File: src/rtl/contador_seq_ctrl.sv
// -----------------------------------------------------------------------------
// contador_seq_ctrl
//
// Command-driven sequencer for one synchronous up/down counter
// (load / count_up / counter_on / Data_in). It accepts LOAD, RUN_UP-N and
// RUN_DOWN-N commands over a valid/ready handshake. It drives the counter
// control pins and watches the counter's Count output. Completion is reported
// with a one-cycle done pulse and a captured final value. This block is the
// only driver of its counter.
//
// Optional feature: define CTRL_WRAP_FLAG_EN to add the wrap_seen output.
// wrap_seen is 1 if any RUN step went up from all-ones or down from zero.
//
// Ports
//   clk             in   1            single clock, posedge
//   reset           in   1            synchronous, active-high
//   cmd_valid       in   1            command present
//   cmd_ready       out  1            command can be accepted (IDLE only)
//   cmd_op          in   2            00 LOAD, 01 RUN_UP, 10 RUN_DOWN, 11 NOP
//   cmd_data        in   NBITS_COUNT  LOAD value
//   cmd_steps       in   NBITS_STEPS  step count for RUN_UP / RUN_DOWN
//   abort           in   1            cut the current LOAD/RUN short
//   ctr_load        out  1            counter load
//   ctr_count_up    out  1            counter count_up
//   ctr_counter_on  out  1            counter counter_on
//   ctr_data        out  NBITS_COUNT  counter Data_in
//   ctr_count       in   NBITS_COUNT  counter Count
//   busy            out  1            high in LOAD, RUN and DONE
//   done            out  1            one-cycle completion pulse
//   aborted         out  1            with done: command was aborted
//   final_count     out  NBITS_COUNT  Count captured when leaving DONE
//   wrap_seen       out  1            (CTRL_WRAP_FLAG_EN only) with done
// -----------------------------------------------------------------------------
module contador_seq_ctrl #(
    parameter int NBITS_COUNT = 2,
    parameter int NBITS_STEPS = 4
) (
    input  logic                   clk,
    input  logic                   reset,
    input  logic                   cmd_valid,
    output logic                   cmd_ready,
    input  logic [1:0]             cmd_op,
    input  logic [NBITS_COUNT-1:0] cmd_data,
    input  logic [NBITS_STEPS-1:0] cmd_steps,
    input  logic                   abort,
    output logic                   ctr_load,
    output logic                   ctr_count_up,
    output logic                   ctr_counter_on,
    output logic [NBITS_COUNT-1:0] ctr_data,
    input  logic [NBITS_COUNT-1:0] ctr_count,
    output logic                   busy,
    output logic                   done,
    output logic                   aborted,
    output logic [NBITS_COUNT-1:0] final_count
`ifdef CTRL_WRAP_FLAG_EN
    ,
    output logic                   wrap_seen
`endif
);

    typedef enum logic [1:0] {
        ST_IDLE = 2'b00,
        ST_LOAD = 2'b01,
        ST_RUN  = 2'b10,
        ST_DONE = 2'b11
    } state_t;

    localparam logic [1:0] OP_LOAD     = 2'b00;
    localparam logic [1:0] OP_RUN_UP   = 2'b01;
    localparam logic [1:0] OP_RUN_DOWN = 2'b10;

    localparam logic [NBITS_COUNT-1:0] CNT_MAX = {NBITS_COUNT{1'b1}};
    localparam logic [NBITS_STEPS-1:0] STEP_ONE = NBITS_STEPS'(1);

    state_t                 state_q, state_d;
    logic                   up_q, up_d;
    logic [NBITS_COUNT-1:0] data_q, data_d;
    logic [NBITS_STEPS-1:0] remaining_q, remaining_d;
    logic [NBITS_COUNT-1:0] final_count_q, final_count_d;
    logic                   aborted_q, aborted_d;
`ifdef CTRL_WRAP_FLAG_EN
    logic                   wrap_q, wrap_d;
`endif

    // NOTE: state registers use non-blocking assignments so every register
    // updates from pre-edge values, independent of statement order.
    always_ff @(posedge clk) begin
        if (reset) begin
            state_q       <= ST_IDLE;
            up_q          <= 1'b0;
            data_q        <= '0;
            remaining_q   <= '0;
            final_count_q <= '0;
            aborted_q     <= 1'b0;
`ifdef CTRL_WRAP_FLAG_EN
            wrap_q        <= 1'b0;
`endif
        end else begin
            state_q       <= state_d;
            up_q          <= up_d;
            data_q        <= data_d;
            remaining_q   <= remaining_d;
            final_count_q <= final_count_d;
            aborted_q     <= aborted_d;
`ifdef CTRL_WRAP_FLAG_EN
            wrap_q        <= wrap_d;
`endif
        end
    end

    // NOTE: every signal gets a default before the case statement, so no
    // path leaves one unassigned and no latch is inferred.
    always_comb begin
        state_d       = state_q;
        up_d          = up_q;
        data_d        = data_q;
        remaining_d   = remaining_q;
        final_count_d = final_count_q;
        aborted_d     = aborted_q;
`ifdef CTRL_WRAP_FLAG_EN
        wrap_d        = wrap_q;
`endif

        unique case (state_q)
            ST_IDLE: begin
                if (cmd_valid) begin
                    // Accept: latch fields and clear the per-command flags.
                    up_d        = (cmd_op == OP_RUN_UP);
                    data_d      = cmd_data;
                    remaining_d = cmd_steps;
                    aborted_d   = 1'b0;
`ifdef CTRL_WRAP_FLAG_EN
                    wrap_d      = 1'b0;
`endif
                    if (cmd_op == OP_LOAD) begin
                        state_d = ST_LOAD;
                    end else if ((cmd_op == OP_RUN_UP || cmd_op == OP_RUN_DOWN) &&
                                 cmd_steps != '0) begin
                        state_d = ST_RUN;
                    end else begin
                        // NOP or zero-step run: the counter is never touched.
                        state_d = ST_DONE;
                    end
                end
            end

            ST_LOAD: begin
                state_d = ST_DONE;
                if (abort) begin
                    aborted_d = 1'b1;
                end
            end

            ST_RUN: begin
                if (abort) begin
                    aborted_d = 1'b1;
                    state_d   = ST_DONE;
                end else begin
`ifdef CTRL_WRAP_FLAG_EN
                    // Count shown here is the value before this cycle's step.
                    if ((up_q && ctr_count == CNT_MAX) || (!up_q && ctr_count == '0)) begin
                        wrap_d = 1'b1;
                    end
`endif
                    remaining_d = remaining_q - STEP_ONE;
                    if (remaining_q == STEP_ONE) begin
                        state_d = ST_DONE;
                    end
                end
            end

            ST_DONE: begin
                // The counter has applied its last load/step by this cycle.
                final_count_d = ctr_count;
                state_d       = ST_IDLE;
            end

            default: state_d = ST_IDLE;
        endcase
    end

    // Control outputs decode from state only, except that abort gates off
    // the counter enables in the same cycle it is seen.
    always_comb begin
        cmd_ready      = (state_q == ST_IDLE);
        busy           = (state_q != ST_IDLE);
        done           = (state_q == ST_DONE);
        ctr_load       = (state_q == ST_LOAD) && !abort;
        ctr_counter_on = (state_q == ST_RUN) && !abort;
        ctr_count_up   = (state_q == ST_RUN) && up_q;
        ctr_data       = (state_q == ST_LOAD) ? data_q : '0;
        aborted        = (state_q == ST_DONE) && aborted_q;
        final_count    = final_count_q;
    end

`ifdef CTRL_WRAP_FLAG_EN
    assign wrap_seen = (state_q == ST_DONE) && wrap_q;
`endif

    // CNT_MAX is only referenced by the optional wrap logic.
    logic unused_cnt_max;
    assign unused_cnt_max = ^CNT_MAX;

endmodule

File: config.mk
export PLATFORM = sky130hd
export DESIGN_NAME = contador_seq_ctrl
export DESIGN_NICKNAME = d
export VERILOG_FILES = /design/src/rtl/contador_seq_ctrl.sv
export SDC_FILE = /design/constraint.sdc
export NUM_CORES = 1
export LEC_CHECK = 0
export ABC_AREA = 1
export BUFFER_PORTS_ARGS = -buffer_cell sky130_fd_sc_hd__clkbuf_2
export CAP_MARGIN = 20
export CORE_UTILIZATION = 48
export CTS_CLUSTER_DIAMETER = 30
export DETAILED_ROUTE_END_ITERATION = 8
export PLACE_DENSITY_LB_ADDON = 0.25
export SYNTH_ARGS = -nofsm -noshare
export SYNTH_HDL_FRONTEND = slang
export SYNTH_SLANG_ARGS = --single-unit
File: constraint.sdc
create_clock -name clk -period 1.66 [get_ports clk]
set_clock_uncertainty 0.2 [all_clocks]
set_input_delay 0.498 -clock clk [delete_from_list [all_inputs] [get_ports clk]]
set_output_delay 0.498 -clock clk [all_outputs]
set_load 0.01 [all_outputs]
==> impl_results.md, run 1 <==
- Buffers on Ports: 24
- Max-slew headroom: 0.7906
- Syn avg cell area: 6.481 µm²
- Initial antenna violation count: 0
- Crit path max fanout: 3
- TritonCTS clock tree: done
- Mapped Cells: 117
- Worst-path clk slew: 80 ps
- Status: complete, but fails checks
- Reg power frac: 0.245
- Max Root-Sink Buffers: 2
- Post-Syn Nets: 140
- Max-Cap Viols: 0
- Tightest Hold Check Type: input port to register
- WL final: 2522 µm
- Largest net degree at the start of global routing: 10
- Syn. warnings: 0
- I/O pin cnt: 25
- Clock power share: 0.112
- Comb pwr share: 0.643
- Minimum clock period: 1849 ps
- Worst-Skew Late Latency: 280 ps
- GRT Util Overall: 0.2218
- Sw frac: 0.4563
- Commonest non-fill, non-tap cell in the layout: nor2_1
- Critical Path RT: 960 ps
- # rows: 13
- Die height: 41.75 µm
- Yosys cell types: 14
- Mapped Area: 758.2 µm²
- H-tree levels: 1
- Clock root cell: clkbuf_4
- Tot Pwr: 0.002119 W
- Register area share after synthesis: 0.3168
- Post-DP HPWL: 1363 µm
- NetSw: 0.0009671 W
- Fin. max-slew vios: 0
- Max Fclk: 540.8 MHz
- Non-Filler Instances: 172
- Antenna-violating nets left: 0
- Crit end category: primary output
- Gpl congestion: 0.7491
- Worst-margin pin slew: 313.7 ps
- Placed Instances: 159
- Peak supply drop: 1.298 mV
- Startpoint Class: register
- Final worst path period share: 1.114
- Layout cells sized above 1: 0.3949
- Endpoints failing hold: 0
- Avg Vias per Cell: 5.413
- Final setup TNS: -1215 ps
- P_leak: 0.6267 nW
- Via count: 931
- Vias in the first global route: 736
- Setup slack after layout: -189.3 ps
- First-pass GRT wire length: 3001 µm
- Die W: 41.75 µm
- Post-place setup slack: -29.55 ps
- Total gr overflow: 0
- Internal power: 0.001152 W
- Pwr per Cell Area: 1853 nW/µm²
- Critical path type: register to primary output
- RSZ-0062 raised after global routing: true
- Setup-failing EPs final: 13
- Critical Path AT: 1150 ps
- Num Clock Sinks: 12
- Residual DRC: 0
- Routed len/inst: 14.66 µm
- CORE AREA: 1383 µm²
- Drt first pass iters: 4
- Initial DRC Count: 61
- Initial Utilization: 0.5484
- N_diodes: 0
- Total die area: 1743 µm²
- Area delta synth->final: 50.83%
- Failing checks: negative setup slack
- Nets: 181
- CTS buffer count: 3
- Register bit total from synthesis: 12
- Commonest non-fill, non-tap cells in the layout: 23 x nor2_1, 19 x nand2_1, 17 x clkbuf_2
[per-stage QoR]
step,area (µm²),hold slack [ps],utilization
after floorplan,758.2,250.7,-
after global placement,919.6,263.9,0.6652
after detailed placement,919.6,276.3,0.6652
after CTS,1023,222.4,0.7403
after global routing,1144,234.6,0.8271
final,1144,232.4,0.8271
[power by group through the flow]
stage	Sequential, W	Combinational (W)	Clock [W]
after floorplan	0.000453	0.000644	0
after global placement	0.000460	0.000880	0
after detailed placement	0.000464	0.000908	0
after CTS	0.000496	0.000996	0.000241
after global routing	0.000529	0.00147	0.000259
final	0.000520	0.00136	0.000237
[timing repair]
item / in CTS / in global routing
setup endpoints to repair: 9 / 10
hold buffers: 0 / 0
hold endpoints to repair: 0 / 0
resized for setup: 18 / 22
buffers inserted: 2 / 8
pin swaps: 4 / 8
[final timing paths]
kind,startpoint,end,slack (ps),cells past startpoint
hold reg to reg,data_q[0],data_q[0],290,2
setup / recovery,state_q[1],ctr_load,-190,5
setup reg to reg,state_q[0],state_q[0],-80,8
hold / removal,reset,remaining_q[3],230,2
[routing by layer]
metal	share of wire	track usage	up-vias
met5	0	0	-
li1	-	-	440
met4	0.055	0.05806	0
met3	0.077	0.08261	18
met2	0.50	0.3844	60
met1	0.37	0.2540	413
[flip-flops by register name, summed over array words and instances, names as in the netlist]
| register | cells |
|---|---|
| data_q | 2 |
| aborted_q | 1 |
| remaining_q | 4 |
| state_q | 2 |
| final_count | 2 |
| up_q | 1 |
[worst max-delay path, cell delays in order, from the launching register on]
cell and delay [ps]:
dfxtp_4 370, inv_4 80, ha_4 140, inv_1 40, nor2_1 90, buf_2 140
[synth_stat cells (all sizes together)]
master  number  share of area
o21ai       10          0.066
ha           9           0.15
nand3        6          0.040
nor3         1         0.0066
nand2       25           0.14
inv         23           0.11
a21oi        7          0.046
dfxtp       12           0.32
nor2        24           0.12
[layout make-up]
type	count	area (µm²)
Clock buffer	4	36.28
Sequential cell	12	247.7
Tap cell	15	18.77
Multi-Input combinational cell	82	501.7
Timing Repair Buffer	36	245.2
Inverter	23	93.84
Fill cell	78	239.0
[cells by family (layout without fill, tap and decap cells)]
| kind of cell | count (synthesis) | after routing | share of synthesized area |
|---|---|---|---|
| AOI/OAI and AO/OA | 17 | 17 | 0.1122 |
| DFF | 12 | 12 | 0.3168 |
| adders and majority gates | 9 | 9 | 0.1485 |
| and+or+nand+nor | 56 | 56 | 0.3086 |
| buffers and inverters | 23 | 63 | 0.1139 |
Power figures use the tool's default switching activity.
==> run 2, diff against run 1 <==
==> constraint.sdc (replaced) <==
create_clock -name clk -period 1.66 [get_ports clk]
set_clock_uncertainty 0.2 [all_clocks]
set_input_delay 0.498 -clock clk [delete_from_list [all_inputs] [get_ports clk]]
set_output_delay 0.498 -clock clk [all_outputs]
set_load 0.02 [all_outputs]
==> impl_results.md, run 2 (synthesis gave the netlist of run 1 again) <==
- Delay-heaviest family, CP: flip-flops
- Crit path max fanout: 3
- Antenna-violating nets left: 0
- Layout cells sized above 1: 0.3831
- # rows: 13
- Initial DRC Count: 27
- Gpl congestion: 0.7882
- GRT Util Overall: 0.2502
- Reg power frac: 0.236
- Critical Path AT: 1160 ps
- Nets: 178
- Fin. max-slew vios: 0
- Post-DP HPWL: 1305 µm
- CP bufs+invs: 3
- Tightest Hold Check Type: input port to register
- Worst-path clk slew: 80 ps
- Setup-failing EPs final: 12
- Endpoints failing hold: 0
- RSZ-0062 raised after global routing: true
- Routed len/inst: 15.96 µm
- Vias in the first global route: 809
- Max-Cap Viols: 0
- Max reg flops: 4
- Tot Pwr: 0.002210 W
- Post-place setup slack: -1.657 ps
- Critical path type: register to primary output
- Slowest-stage cell, CP: dfxtp_4
- Final setup TNS: -1486 ps
- Peak supply drop: 1.524 mV
- Max-slew headroom: 0.8098
- Initial Utilization: 0.5484
- I/O pin cnt: 25
- Commonest non-fill, non-tap cell in the layout: nor2_1
- Max Fclk: 539.6 MHz
- Worst hold margin: 220.8 ps
- CTS buffer count: 3
- Startpoint Class: register
- Filler Cell Count: 66
- Buffers on Ports: 24
- Minimum clock period: 1853 ps
- Comb pwr share: 0.659
- Die height: 41.75 µm
- Reg with most FFs: remaining_q
- Internal power: 0.001168 W
- Total gr overflow: 0
- CP Depth: 5
- Setup slack after layout: -193.3 ps
- Crit end category: primary output
- Die W: 41.75 µm
- Worst-Skew Late Latency: 280 ps
- Drt first pass iters: 4
- Status: complete, but fails checks
- Worst-margin pin slew: 285.0 ps
- Area delta synth->final: 55.78%
- Final worst path period share: 1.116
- H-tree levels: 1
- P_leak: 0.6228 nW
- Cells on Worst Hold Path: 2
- Sw frac: 0.4715
- Commonest non-fill, non-tap cells in the layout: 22 x nor2_1, 20 x nand2_1, 16 x inv_1
- Num Clock Sinks: 12
- NetSw: 0.001042 W
- Critical Path RT: 960 ps
- Cts hold-fix bufs: 0
- N_diodes: 0
- Failing checks: negative setup slack
- Residual DRC: 0
- Via count: 922
- Pwr per Cell Area: 1871 nW/µm²
- Avg Vias per Cell: 5.456
- Worst R2R Path Depth: 8
- Clock power share: 0.105
- TritonCTS clock tree: done
- Largest net degree at the start of global routing: 10
- Clock root cell: clkbuf_4
- CORE AREA: 1383 µm²
- First-pass GRT wire length: 3346 µm
- Initial antenna violation count: 0
- Max Root-Sink Buffers: 2
- Critical path, cell by cell: inv_4 > ha_4 > nand2_1 > inv_1 > clkbuf_8
- Worst stage delay on the critical path: 400 ps
- WL final: 2698 µm
- Total die area: 1743 µm²
## run 2: cell type report
cell class	count	area [µm²]	area share
multi-input combinational	82	515.5	0.4364
timing repair buffer	33	266.5	0.2256
sequential	12	247.7	0.2097
inverter	23	96.34	0.08157
clock buffer	4	36.28	0.03072
tap	15	18.77	0.01589
## run 2: layer usage
metal	share of wire	global-route usage	wire length, µm
met3	0.047	0.08696	126
met2	0.49	0.4438	1314
met1	0.43	0.2766	1147
met4	0.040	0.07742	109
met5	0	0	0
## run 2: final timing paths
path	start	end	slack [ps]
max	state_q[1]	ctr_data[1]	-190
min	reset	remaining_q[3]	220
max reg2reg	state_q[0]	remaining_q[0]	-80
min reg2reg	data_q[0]	data_q[0]	290
## run 2: metrics by stage
stage	area, µm²	util	std cells
after floorplan	758.2	-	117
after global placement	934.6	0.6760	161
after detailed placement	934.6	0.6760	161
after CTS	1112	0.8045	168
after global routing	1181	0.8543	169
final	1181	0.8543	169
## run 2: power by group through the flow
| stage | clock (W) | combinational, W | sequential (W) |
|---|---|---|---|
| after floorplan | 0 | 0.000695 | 0.000461 |
| after global placement | 0 | 0.000958 | 0.000461 |
| after detailed placement | 0 | 0.000983 | 0.000464 |
| after CTS | 0.000242 | 0.00115 | 0.000506 |
| after global routing | 0.000252 | 0.00155 | 0.000529 |
| final | 0.000233 | 0.00146 | 0.000522 |
## run 2: repair_timing
action,in CTS,in global routing
endpoints found under the setup margin,9,12
pin swaps,4,3
gates resized for setup,32,19
setup buffers,3,1
==> run 3, diff against run 2 <==
--- a/config.mk
+++ b/config.mk
@@ -5,9 +5,10 @@
 export SDC_FILE = /design/constraint.sdc
 export NUM_CORES = 1
 export LEC_CHECK = 0
-export ABC_AREA = 1
+export ABC_AREA = 0
 export BUFFER_PORTS_ARGS = -buffer_cell sky130_fd_sc_hd__clkbuf_2
 export CAP_MARGIN = 20
+export CORE_MARGIN = 10
 export CORE_UTILIZATION = 48
 export CTS_CLUSTER_DIAMETER = 30
 export DETAILED_ROUTE_END_ITERATION = 8
==> impl_results.md, run 3 <==
- Status: complete, but fails checks
- Failing checks: negative setup slack
- Antenna-violating nets left: 0
- Mapped Cells: 90
- Avg Vias per Cell: 5.532
- Crit path max fanout: 4
- Final worst path period share: 1.173
- Post-DP HPWL: 1562 µm
- Setup slack after layout: -288.0 ps
- TritonCTS clock tree: done
- Drt first pass iters: 6
- RSZ-0062 raised after global routing: true
- Critical Path AT: 1250 ps
- Synth cell count leaders: 12 x dfxtp_1, 11 x a21oi_1, 10 x nand2_1
- Crit end category: primary output
- H-tree levels: 1
- Reg-to-reg setup timing slack: -150 ps
- Worst R2R Path Depth: 7
- Critical Path RT: 960 ps
- Adder-Cell Fraction of Synth Area: 0.1503
- Minimum clock period: 1948 ps
- Most common cell in the netlist: dfxtp_1
- Initial DRC Count: 19
- Commonest non-fill, non-tap cells in the layout: 24 x buf_4, 15 x clkbuf_2, 10 x nand2_1, 10 x dfxtp_1, 8 x a21oi_1
- Fin. max-slew vios: 0
- Critical path type: register to primary output
- Worst-path clk slew: 80 ps
- CP bufs+invs: 2
- Die W: 59.52 µm
- Largest net degree at the start of global routing: 14
- Max reg flops: 4
- Cell taking the most area after synthesis: dfxtp_1
- Reg power frac: 0.235
- CTS buffer count: 3
- Synth Area in XOR/XNOR: 0
- Via count: 863
- Startpoint Class: register
- Yosys cell types: 30
- Routed len/inst: 16.79 µm
- Worst-margin pin slew: 406.5 ps
- Critical path, cell by cell: inv_4 > ha_2 > and2_1 > buf_2
- Max Fclk: 513.4 MHz
- # rows: 14
- I/O pin cnt: 25
- Mux cell area share after synthesis: 0.04007
- Area fraction in compound gates after synthesis: 0.1770
- Largest family of logic cells by synthesized area: simple AND/OR/NAND/NOR gates
- Pwr per Cell Area: 1608 nW/µm²
- Synth top area share: 0.3205
- Ys flop type: dfxtp_1
- Setup-failing EPs final: 16
- Initial Utilization: 0.5034
- Internal power: 0.001176 W
- Vias in the first global route: 931
- Sw frac: 0.4169
- Slowest-stage cell, CP: dfxtp_4
- Delay-heaviest family, CP: flip-flops
- Commonest non-fill, non-tap cell in the layout: buf_4
- Mapped Area: 749.5 µm²
- Clock root cell: clkbuf_4
- Largest cells by area after synthesis: dfxtp_1 32%, ha_1 15%, a21oi_1 7.3%, nand2_1 5.0%, mux2i_1 4.0%
- Cells on Worst Hold Path: 2
- Max-slew headroom: 0.7284
- Asr flop ratio synth: 0
- NetSw: 0.0008411 W
- Post-synth EDFFs: 0
- Tightest Hold Check Type: register to register
- Area delta synth->final: 67.45%
- Cts hold-fix bufs: 0
- Initial antenna violation count: 0
- Residual DRC: 0
- Finished Core Util: 0.8429
- WL final: 2619 µm
- Comb pwr share: 0.673
- Max-Cap Viols: 0
- Reg with most FFs: remaining_q
- Layout cells sized above 1: 0.5429
- Register area share after synthesis: 0.3205
- N_diodes: 0
- Buffers on Ports: 24
- Die height: 59.52 µm
- Synth Area in Simple Gates: 0.2554
- CORE AREA: 1489 µm²
- Final setup TNS: -2512 ps
- Nets: 165
- First-pass GRT wire length: 3864 µm
- Reg-to-reg critical path startpoint: state_q[1]
- GRT Util Overall: 0.1369
- P_leak: 0.5927 nW
- Syn avg cell area: 8.327 µm²
- Worst r2r dst: remaining_q[0]
- Register bit total from synthesis: 12
- Worst-Skew Late Latency: 270 ps
- Post-place setup slack: -91.52 ps
- Num Clock Sinks: 12
- Syn. warnings: 0
- Hold endpoint: up_q
- Total gr overflow: 0
- Max Root-Sink Buffers: 2
- Endpoints failing hold: 0
- Clock power share: 0.092
- Worst stage delay on the critical path: 400 ps
- Filler Cell Count: 86
- Hold wc startpoint: up_q
- Total die area: 3542 µm²
- Post-Syn Nets: 113
- Peak supply drop: 1.006 mV
- Gpl congestion: 0.8362
## run 3: cell type report
class	instances	area, µm²	area share
clock buffer	3	22.52	0.01795
timing repair buffer	49	367.9	0.2931
tap	16	20.02	0.01595
inverter	9	38.79	0.03091
multi-input combinational	67	558.0	0.4447
sequential	12	247.7	0.1974
## run 3: through the flow
| stage | hold slack (ps) | cells | power (W) | area, µm² |
|---|---|---|---|---|
| 6_report | 257.1 | 156 | 0.002018 | 1255 |
| 2_1_floorplan | 231.7 | 90 | 0.001051 | 762.0 |
| 3_3_place_gp | 239.9 | 145 | 0.001368 | 1015 |
| 4_1_cts | 252.5 | 154 | 0.001832 | 1191 |
| 3_5_place_dp | 242.1 | 145 | 0.001400 | 1015 |
| 5_1_grt | 289.1 | 156 | 0.002155 | 1255 |
## run 3: cell families after synthesis
logic type      count (synthesis)
buf+inv                        11
mux                             3
simple gates                   36
fa+ha+maj                       9
flops                          12
compound gates                 19
## run 3: worst max-delay path by stage
stage	start	to	cells after the start
2_1_floorplan	state_q[0]	remaining_q[0]	7
3_3_place_gp	cmd_op[0]	state_q[0]	7
3_5_place_dp	state_q[1]	remaining_q[0]	6
4_1_cts	state_q[0]	ctr_counter_on	4
5_1_grt	state_q[1]	ctr_data[1]	4
6_report	state_q[1]	ctr_data[1]	4
## run 3: metal layers
| metal | vias to the layer above | global-route usage | wire, µm |
|---|---|---|---|
| met1 | 413 | 0.1373 | 986 |
| met5 | - | 0 | 0 |
| li1 | 406 | - | - |
| met4 | 0 | 0.06410 | 143 |
| met2 | 31 | 0.2407 | 1351 |
| met3 | 13 | 0.05365 | 138 |
## run 3: repair_timing
item	4_1_cts	5_1_grt
buffers inserted	6	2
pin swaps	11	6
setup endpoints to repair	13	16
gates resized for setup	28	17
cloned	0	0
## run 3: worst reg2reg max path: stages (launching register included)
cell and delay [ps]:
dfxtp_4 400, inv_4 40, buf_4 130, ha_4 180
and2b_1 200, o21ai_4 230, mux2i_1 230, a21oi_1 80
## run 3: power groups by stage
stage / logic, W / clock network, W / registers [W]
CTS: 0.00119 / 0.000180 / 0.000461
floorplan: 0.000607 / 0 / 0.000443
detailed placement: 0.000955 / 0 / 0.000446
finish: 0.00136 / 0.000186 / 0.000474
global placement: 0.000928 / 0 / 0.000440
global route: 0.00148 / 0.000195 / 0.000482
